$ cat src/rtl/ir_lock_pkg.sv
// Shared types and NEC frame field positions for the IR passcode lock.
package ir_lock_pkg;

  typedef enum logic [2:0] {
    ST_ENTRY,
    ST_CHECK,
    ST_OPEN,
    ST_FAIL,
    ST_LOCKOUT
  } state_e;

  typedef enum logic [1:0] {
    K_NONE,
    K_DIGIT,
    K_ENTER,
    K_CLEAR
  } key_class_e;

  localparam int unsigned NEC_INV_MSB  = 31;
  localparam int unsigned NEC_INV_LSB  = 24;
  localparam int unsigned NEC_KEY_MSB  = 23;
  localparam int unsigned NEC_KEY_LSB  = 16;
  localparam int unsigned NEC_CUST_MSB = 15;
  localparam int unsigned NEC_CUST_LSB = 0;

  localparam logic [7:0] KEY_DIGIT_MAX = 8'h09;

  function automatic key_class_e classify_key(input logic [7:0] key,
                                              input logic [7:0] enter_code,
                                              input logic [7:0] clear_code);
    if (key <= KEY_DIGIT_MAX)   return K_DIGIT;
    else if (key == enter_code) return K_ENTER;
    else if (key == clear_code) return K_CLEAR;
    else                        return K_NONE;
  endfunction

endpackage

$ cat src/rtl/nec_frame_filter.sv
// Turns the receiver's level-valid frame into a one-cycle classified key event.
module nec_frame_filter
  import ir_lock_pkg::*;
#(
  parameter logic [15:0] CUSTOM_CODE = 16'h6B86,
  parameter logic [7:0]  KEY_ENTER   = 8'h16,
  parameter logic [7:0]  KEY_CLEAR   = 8'h0C
) (
  input  logic        clk,
  input  logic        rst_n,
  input  logic        data_ready,
  input  logic [31:0] data,
  output logic        ev,
  output key_class_e  ev_class,
  output logic [3:0]  ev_digit
);

  logic       ready_d;
  logic [7:0] key;
  logic [7:0] key_inv;
  logic [15:0] cust;
  key_class_e cls_c;
  logic       accept;

  assign key     = data[NEC_KEY_MSB:NEC_KEY_LSB];
  assign key_inv = data[NEC_INV_MSB:NEC_INV_LSB];
  assign cust    = data[NEC_CUST_MSB:NEC_CUST_LSB];

  always_comb begin
    cls_c  = classify_key(key, KEY_ENTER, KEY_CLEAR);
    accept = data_ready && !ready_d && (key_inv == ~key) &&
             (cust == CUSTOM_CODE) && (cls_c != K_NONE);
  end

  // ready_d resets high so a level already present at reset release is ignored
  always_ff @(posedge clk or negedge rst_n) begin
    if (!rst_n) begin
      ready_d  <= 1'b1;
      ev       <= 1'b0;
      ev_class <= K_NONE;
      ev_digit <= '0;
    end else begin
      ready_d  <= data_ready;
      ev       <= accept;
      ev_class <= accept ? cls_c : K_NONE;
      ev_digit <= key[3:0];
    end
  end

endmodule

$ cat src/rtl/ir_code_lock.sv
// Four-digit IR passcode lock: entry register, unlock/fail/lockout FSM, shared timer.
module ir_code_lock
  import ir_lock_pkg::*;
#(
  parameter logic [15:0] PASSCODE    = 16'h1234,
  parameter logic [15:0] CUSTOM_CODE = 16'h6B86,
  parameter logic [7:0]  KEY_ENTER   = 8'h16,
  parameter logic [7:0]  KEY_CLEAR   = 8'h0C,
  parameter int unsigned MAX_FAIL    = 3,
  parameter int unsigned OPEN_CYCLES = 150_000_000,
  parameter int unsigned LOCK_CYCLES = 500_000_000
) (
  input  logic        iCLK,
  input  logic        iRST_n,
  input  logic        iDATA_READY,
  input  logic [31:0] iDATA,
  output logic [15:0] oENTRY,
  output logic [2:0]  oCOUNT,
  output logic        oUNLOCK,
  output logic        oFAIL,
  output logic        oLOCKOUT,
  output logic [1:0]  oFAIL_CNT
);

  localparam logic [1:0]  MAX_FAIL_W = 2'(MAX_FAIL);
  localparam logic [31:0] OPEN_LOAD  = 32'(OPEN_CYCLES - 1);
  localparam logic [31:0] LOCK_LOAD  = 32'(LOCK_CYCLES - 1);

  logic       ev;
  key_class_e ev_class;
  logic [3:0] ev_digit;

  state_e      state, state_nxt;
  logic [31:0] timer;
  logic        pass_c;

  nec_frame_filter #(
    .CUSTOM_CODE(CUSTOM_CODE),
    .KEY_ENTER  (KEY_ENTER),
    .KEY_CLEAR  (KEY_CLEAR)
  ) u_filter (
    .clk       (iCLK),
    .rst_n     (iRST_n),
    .data_ready(iDATA_READY),
    .data      (iDATA),
    .ev        (ev),
    .ev_class  (ev_class),
    .ev_digit  (ev_digit)
  );

  always_comb begin
    state_nxt = state;
    pass_c    = (oCOUNT == 3'd4) && (oENTRY == PASSCODE);
    case (state)
      ST_ENTRY:   if (ev && ev_class == K_ENTER) state_nxt = ST_CHECK;
      ST_CHECK:   state_nxt = pass_c ? ST_OPEN : ST_FAIL;
      ST_OPEN:    if (timer == '0) state_nxt = ST_ENTRY;
      ST_FAIL:    state_nxt = (oFAIL_CNT == MAX_FAIL_W) ? ST_LOCKOUT : ST_ENTRY;
      ST_LOCKOUT: if (timer == '0) state_nxt = ST_ENTRY;
      default:    state_nxt = ST_ENTRY;
    endcase
  end

  // Status outputs follow the next state so they line up with the state register.
  always_ff @(posedge iCLK or negedge iRST_n) begin
    if (!iRST_n) begin
      state     <= ST_ENTRY;
      timer     <= '0;
      oENTRY    <= '0;
      oCOUNT    <= '0;
      oUNLOCK   <= 1'b0;
      oFAIL     <= 1'b0;
      oLOCKOUT  <= 1'b0;
      oFAIL_CNT <= '0;
    end else begin
      state    <= state_nxt;
      oUNLOCK  <= (state_nxt == ST_OPEN);
      oFAIL    <= (state_nxt == ST_FAIL);
      oLOCKOUT <= (state_nxt == ST_LOCKOUT);

      if (state == ST_CHECK && state_nxt == ST_OPEN)
        timer <= OPEN_LOAD;
      else if (state == ST_FAIL && state_nxt == ST_LOCKOUT)
        timer <= LOCK_LOAD;
      else if (timer != '0)
        timer <= timer - 32'd1;

      if (state == ST_ENTRY && ev) begin
        case (ev_class)
          K_DIGIT: begin
            oENTRY <= {oENTRY[11:0], ev_digit};
            if (oCOUNT != 3'd4) oCOUNT <= oCOUNT + 3'd1;
          end
          K_CLEAR: begin
            oENTRY <= '0;
            oCOUNT <= '0;
          end
          default: ;
        endcase
      end else if (state == ST_CHECK) begin
        oENTRY <= '0;
        oCOUNT <= '0;
      end

      if (state == ST_CHECK)
        oFAIL_CNT <= pass_c ? 2'd0 : oFAIL_CNT + 2'd1;
      else if (state == ST_LOCKOUT && timer == '0)
        oFAIL_CNT <= '0;
    end
  end

endmodule
$ cat config.mk
export PLATFORM = sky130hd
export DESIGN_NAME = ir_code_lock
export DESIGN_NICKNAME = d
export VERILOG_FILES = /design/src/rtl/ir_lock_pkg.sv /design/src/rtl/nec_frame_filter.sv /design/src/rtl/ir_code_lock.sv
export SDC_FILE = /design/constraint.sdc
export NUM_CORES = 1
export LEC_CHECK = 0
export ABC_AREA = 1
export CORE_ASPECT_RATIO = 1.25
export CORE_MARGIN = 10
export CORE_UTILIZATION = 40
export DETAILED_ROUTE_END_ITERATION = 8
export PLACE_DENSITY = 0.6
export SYNTH_ARGS = -nofsm -noshare
export SYNTH_HDL_FRONTEND = slang
export SYNTH_HIERARCHICAL = 1
export SYNTH_SLANG_ARGS = --single-unit
$ cat constraint.sdc
create_clock -name iCLK -period 3.65 [get_ports iCLK]
set_clock_uncertainty 0.1 [all_clocks]
set_input_delay 0.73 -clock iCLK [delete_from_list [all_inputs] [get_ports iCLK]]
set_output_delay 0.73 -clock iCLK [all_outputs]
set_load 0.02 [all_outputs]
==> metrics list, run 1 <==
* Row count: 39
* Path type of the worst min-delay path: input pin to async pin
- Result of the run: finished clean
- Headroom to the max-slew limit came out at 0.467.
- CTS tree: built
* Max-slew violation count: 0
- In the routed design, unresolved DRC markers number 0.
- Largest delay share family, worst path: buffers and inverters
* Antenna violations before repair: 0
* Fraction of final layout cells with drive strength greater than 1: 0.0723
* Total power density per cell area: 371 nW/µm²
- Post-CTS timing repair inserted 0 buffers for setup.
* Initial Util: 0.410
* Global-route wire length before repair: 16,500 µm
* Total negative setup slack: 0 ps
- PortBufs: 58
* Slowest stage delay, CP: 660 ps
- After detailed routing, the average wire length per cell comes to 14.5 µm.
- Post-layout minimum cycle time: 2250 ps
* Setup repair after global routing missed its margin: no
* Weighted congestion at the end of routability-driven global placement: 0.891
- Clk root buf: clkbuf_16
- For this run, the register share of the synthesized area comes to 0.446.
* Synthesized instance count: 497
- The HPWL after detailed placement is 7790 µm.
- The detailed router placed 3,396 vias in this run.
- Cell type contributing the most total cell area after synthesis: dfrtp_1
* Clock-pin slew reported for the worst setup and hold paths after clock tree synthesis: 60 ps
- Number of nets in the synthesized netlist: 536
* Count of pins on the block boundary: 59
- The total count of hold-check failures in the final report came to 0.
* Largest net degree at the start of global routing: 35
- Drt via density: 4.92
- The die covers 13,700 µm².
- The number of global-route vias before repair came to 3,500.
- Critical-path cell with the highest stage delay: clkdlybuf4s50_1
- Iteration-0 DRC Markers: 115
- The later pin in the worst-skew pair is clocked with a latency of 340 ps.
- Post-placement cell count: 674
* Final Cycle Share: 0.616
- Setup violations remaining at the end of the flow were counted as 0.
- Dividing the synthesized area by the synthesized cell count gives 7.57 µm².
* Antenna Nets Post-Route: 0
* Kind of launch point of the worst setup path: flip-flop
- CTS Buffer Depth: 2
- Top achievable clock speed: 0.445 GHz
* Number of synthesis warnings: 6
- In this run, post-CTS hold repair placed 0 buffers.
- The cell area that synthesis handed to floorplanning was 3760 µm².
* Clock buffer count from CTS: 9
- Cell breakdown of the critical path: clkdlybuf4s50_1
* Worst vdd rail ir drop: 0.180 mV
- Global Route met1 Usage: 0.145
- Met3 capacity usage during global routing: 0.0450
- Layout overhead on the synthesized area: 28.3%
* GR Util met2: 0.282
- In this run the worst path has a maximum fanout of 4.
* Leakage power figure: 2.59 nW
* Total buffers and inverters traversed by the critical path: 1
- In the post-synthesis netlist, the biggest area contributors are dfrtp_1 (44%), nand2_1 (9.8%), nor2_1 (8.5%).
* Core area: 9170 µm²
- Leaving out filler cells and counting taps, the final layout contains 690.
- The repair_antennas step left the layout with diodes totalling 0.
* Flip-flop and latch count after synthesis: 67
- Yosys cell types: 39
- In the global route stage, overall resource usage came out at 0.152.
- For this block, the routed nets add up to 9980 µm of wire.
* Class of the most critical setup path: flip-flop to output pin
- After global routing the overflow that remains totals 0.
- The floorplan step set the die width to 107 µm.
- Most congested layer reported by global routing: met2
* Nets@finish: 601
* Drt first pass iters: 4
- Measured along the y axis, the die boundary spans 128 µm.
- The worst setup path is captured at an output pin.
- Gates resized during post-CTS repair numbered 0.
- For this design, the sink count on the clock tree is 67.
- Max-cap check violation count: 0
- Slew at the pin closest to its max-slew limit: 799 ps
* Maximum level of the CTS H-tree: 3
- Proportion of netlist area held by the largest area contributor: 0.439
- Required time at the worst-slack endpoint: 2820 ps
* Data arrival time at the worst-slack endpoint: 1420 ps
[worst paths after layout]
check | cells after the start | startpoint | slack [ps] | endpoint
setup / recovery | 1 | oCOUNT[2] | 1400 | oCOUNT[2]
hold / removal | 1 | iRST_n | 380 | oENTRY[14]
setup reg to reg | 9 | timer[0] | 1430 | timer[27]
hold reg to reg | 2 | u_filter/ev_digit[1] | 380 | oENTRY[1]
max in group asynchronous | 2 | iRST_n | 2420 | timer[26]
min in group iCLK | 2 | u_filter/ev_digit[1] | 380 | oENTRY[1]
[registers in the layout (all words and copies together) (netlist names)]
signal,cells
u_filter/ev_digit,4
state,3
oENTRY,16
oFAIL_CNT,2
oLOCKOUT,1
oUNLOCK,1
u_filter/ev,1
oCOUNT,3
timer,32
u_filter/ready_d,1
oFAIL,1
u_filter/ev_class,2
[metrics by stage]
step	power, mW	worst slack [ps]	hold WS, ps	cell area (µm²)	util
finish	1.79	1400	380	4830	0.526
global route	1.85	1280	414	4830	0.526
CTS	1.81	1390	384	4830	0.526
detailed placement	0.839	1450	380	4490	0.489
global placement	0.838	1530	360	4490	0.489
floorplan	0.778	1790	334	3760	-
[power breakdown]
group,leakage [nW],switching (mW),total [mW],internal (mW)
registers,0.924,0.000744,0.747,0.746
logic,1.51,0.0357,0.0774,0.0417
clock network,0.162,0.331,0.968,0.637
total,2.59,0.367,1.79,1.43
[cell families (layout without fill, tap and decap cells)]
logic type	count (synthesis)	after routing	share of synthesized area
adders and majority gates	4	4	0.0133
DFF	67	67	0.446
AOI/OAI and AO/OA	51	51	0.0818
and+or+nand+nor	268	268	0.323
xor gates and xnor gates	19	19	0.0442
buffers and inverters	88	158	0.0918
[area by class of cell]
type / count / area [µm²]
fill: 913 / 4350
multi-input combinational: 342 / 1740
sequential: 67 / 1680
timing repair buffer: 62 / 618
inverter: 80 / 300
clock buffer: 11 / 253
tap: 123 / 154
clock inverter: 5 / 85.1
[per-layer routing]
layer	up-vias	share of wire	wire (µm)
met5	-	0	0
met4	0	0.034	344
met3	27	0.060	600
met2	101	0.53	5270
met1	1553	0.38	3760
li1	1715	-	-
[synth_stat cells]
master / instances
buf_4: 1
o22ai_1: 11
a31oi_1: 1
o21ai_1: 2
or2_1: 1
o21a_1: 2
inv_2: 1
nand2_2: 3
xnor2_1: 3
a21oi_1: 6
xor2_1: 16
inv_1: 75
dfrtp_1: 66
nand4_1: 15
nor2_2: 5
nor2_4: 1
or2_2: 2
a21oi_4: 1
a21oi_2: 1
nand3_1: 41
nand3b_1: 3
nor2_8: 2
o31ai_1: 1
nor3_1: 6
nand2_1: 98
o21ai_0: 20
nor4_1: 2
nand2_4: 1
clkinv_1: 4
buf_2: 3
o211ai_1: 6
ha_1: 4
nor2_1: 85
dfstp_2: 1
clkbuf_1: 3
nand3_4: 1
buf_6: 1
and2_1: 1
nand3_2: 1
[placed cells by master, fill, tap and decap left out, types with 11 or more instances in the layout]
cell type / synthesis / layout
nand2_1: 98 / 98
nor2_1: 85 / 85
inv_1: 75 / 75
dfrtp_1: 66 / 66
clkdlybuf4s50_1: 0 / 57
nand3_1: 41 / 41
o21ai_0: 20 / 20
xor2_1: 16 / 16
nand4_1: 15 / 15
o22ai_1: 11 / 11
Power figures use the tool's default switching activity.
==> run 2, diff against run 1 <==
clock period = 2.3 ns   (was 3.65 ns; I/O delays follow)
==> run 2 against run 1 <==
Compared with the run above:
- first-iteration DRC count increased by 25%
- via count increased by 0.41%
- design area increased by 1.1%
- clock power increased by 76%
- register-to-register slack got worse by 1200 ps
- total power increased by 68%
==> metrics list, run 2 (same netlist as run 1, synthesis figures left out) <==
* Via count of the first global-routing pass: 3,455
- Die Wd: 107 µm
- For this run, design rule violations remaining after detail routing come to 0.
* Clock buffer count from CTS: 9
* Critical-path cell with the highest stage delay: dfrtp_1
- CTS Buffer Depth: 2
- More flip-flops sit in one register than any other, and that register is timer.
* Registers with the highest flip-flop counts: timer (32), oENTRY (16), u_filter/ev_digit (4)
- The clock drives 67 sinks.
- Most Frequent Cell on Critical Path: nor2_8
- The most critical setup path has its startpoint at timer[0].
* Drt first pass iters: 4
* Slowest stage delay, CP: 390 ps
* Antenna Nets Post-Route: 0
- Initial Util: 0.410
- STA classifies the critical path startpoint as a flip-flop.
- Top achievable clock speed: 0.478 GHz
- Summing all multi-input logic gate instances after layout gives 1750 µm².
* CTS tree: built
- The library cell used most frequently in the layout, excluding fill and tap cells, is nand2_1.
- The total count of hold-check failures in the final report came to 0.
- Antenna violations before repair: 0
- Max reg flops: 32
- Flip-flop and latch area: 1680 µm²
* Hold buffer count at CTS: 0
- Fraction of final layout cells with drive strength greater than 1: 0.0754
- In this run the number of H-tree levels came out at 3.
* Die extent in y: 128 µm
- Clock latency on the worst-skew pair, taken at its later pin, is 340 ps.
- The run finished with clean final reports.
* Nets@finish: 604
- The worst pin sits at a relative slew slack of 0.657.
- Overflow after GRT: 0
* Max-cap check violation count: 0
- The worst register-to-register path ends at timer[2].
- Register-to-register setup slack: 210 ps
- For this design the ratio of total power to cell area is 616 nW/µm².
- Class of the most critical setup path: flip-flop to flip-flop
- Data arrival time at the worst-slack endpoint: 2180 ps
* Global-route wire length before repair: 16,400 µm
- Compared with the post-synthesis result, the final layout area differs by 29.7%.
- Drt via density: 4.92
* PortBufs: 58
* Smallest hold slack: 28.7 ps
- Antenna cell count: 0
* Setup repair after global routing missed its margin: no
* Setup violations, final: 0
- Logic depth of the worst register-to-register path: 9
* Global-route total usage across every layer: 0.149
- At the pin with the least slew margin, the transition time is 513 ps.
- The total area inside the core boundary comes to 9170 µm².
- The die covers 13,700 µm².
- Post-CTS setup buffers: 0
- Entering global routing, the biggest net connects 68 pins.
- The worst hold path belongs to the class input pin to async pin.
- Clk root buf: clkbuf_16
* Max-slew violation count: 0
- During I/O placement, the number of pins put on the boundary was 59.
* Weighted congestion at the end of routability-driven global placement: 0.869
- Post-layout minimum cycle time: 2090 ps
- Clock-pin slew reported for the worst setup and hold paths after clock tree synthesis: 60 ps
* Cell breakdown of the critical path: inv_1 > ha_1 > nand2_2 > nor2_8 > nand2_4 > nor2_8 > a21oi_4 > nand3_2 > nand4_1
* DR WL/cell: 14.4 µm
- Total negative setup slack: 0 ps
- Detailed-route wire length: 9990 µm
* Iteration-0 DRC Markers: 144
- Of the available clock period, the critical path in the final layout requires 0.909.
- The worst-case IR drop observed on VDD is 0.369 mV.
* Post-CTS resize count: 0
- Data on the critical path is required at its endpoint by 2390 ps.
- CP Capture Type: flip-flop
- Via total after detailed routing: 3,410
- Critical-path maximum fanout: 13
- Filler instances: 916
- Highest-count cells in the layout ignoring fill and taps: nand2_1 (98), nor2_1 (85), inv_1 (75), dfrtp_1 (66), clkdlybuf4s50_1 (57)
* Row count: 39
- Summed over all cells, the static leakage comes to 2.62 nW.
* HPWL after detailed placement: 7560 µm
- Crit path capture: timer[2]
* R2r startpoint: timer[0]
-- run 2: changes by cell type in the layout (fill, tap and decap cells not counted), sizes merged --
cell / delta
clkinvlp: -1
bufinv: +2
nand3: +1
clkbuf: -1
buf: +2
-- run 2: metal layers --
layer	track usage	wire length [µm]
met1	0.147	3830
met5	0	0
met2	0.280	5400
met3	0.0450	558
met4	0.0638	201
-- run 2: worst min path at each step --
stage	start	to	slack [ps]	depth (start not counted)
floorplan	iRST_n	oCOUNT[0]	60	0
global placement	u_filter/ev_digit[3]	oENTRY[3]	360	2
detailed placement	u_filter/ev_digit[3]	oENTRY[3]	370	2
CTS	iRST_n	timer[23]	50	2
global route	iRST_n	timer[26]	80	2
finish	iRST_n	timer[23]	30	2
-- run 2: worst max-delay path, delay by kind of cell, from the launching register on --
| kind | cells | cell delay (ps) |
|---|---|---|
| and+or+nand+nor | 6 | 960 |
| adders and majority gates | 1 | 240 |
| buffers and inverters | 1 | 130 |
| DFF | 1 | 390 |
| AOI/OAI and AO/OA | 1 | 110 |
-- run 2: through the flow --
step                      worst slack [ps]  instances  power (mW)   util  area [µm²]
after floorplan                        440        497        1.23      -        3760
after global placement                 220        676        1.33  0.491        4510
after CTS                              130        692        3.03  0.531        4870
after detailed placement               138        676        1.33  0.491        4510
after global routing                  38.7        693        3.10  0.532        4880
final                                  208        693        3.01  0.532        4880
-- run 2: layout make-up --
cell class,instances,share of cell area
Sequential cell,67,0.344
Clock buffer,10,0.0469
Inverter,80,0.0615
Multi-Input combinational cell,343,0.359
Tap cell,123,0.0315
Timing Repair Buffer,64,0.130
Clock inverter,6,0.0282
-- run 2: power by group --
group          leakage (nW)  switching (mW)  internal, mW
logic                  1.52          0.0561        0.0664
registers             0.924         0.00108          1.18
clock network         0.177           0.525          1.17
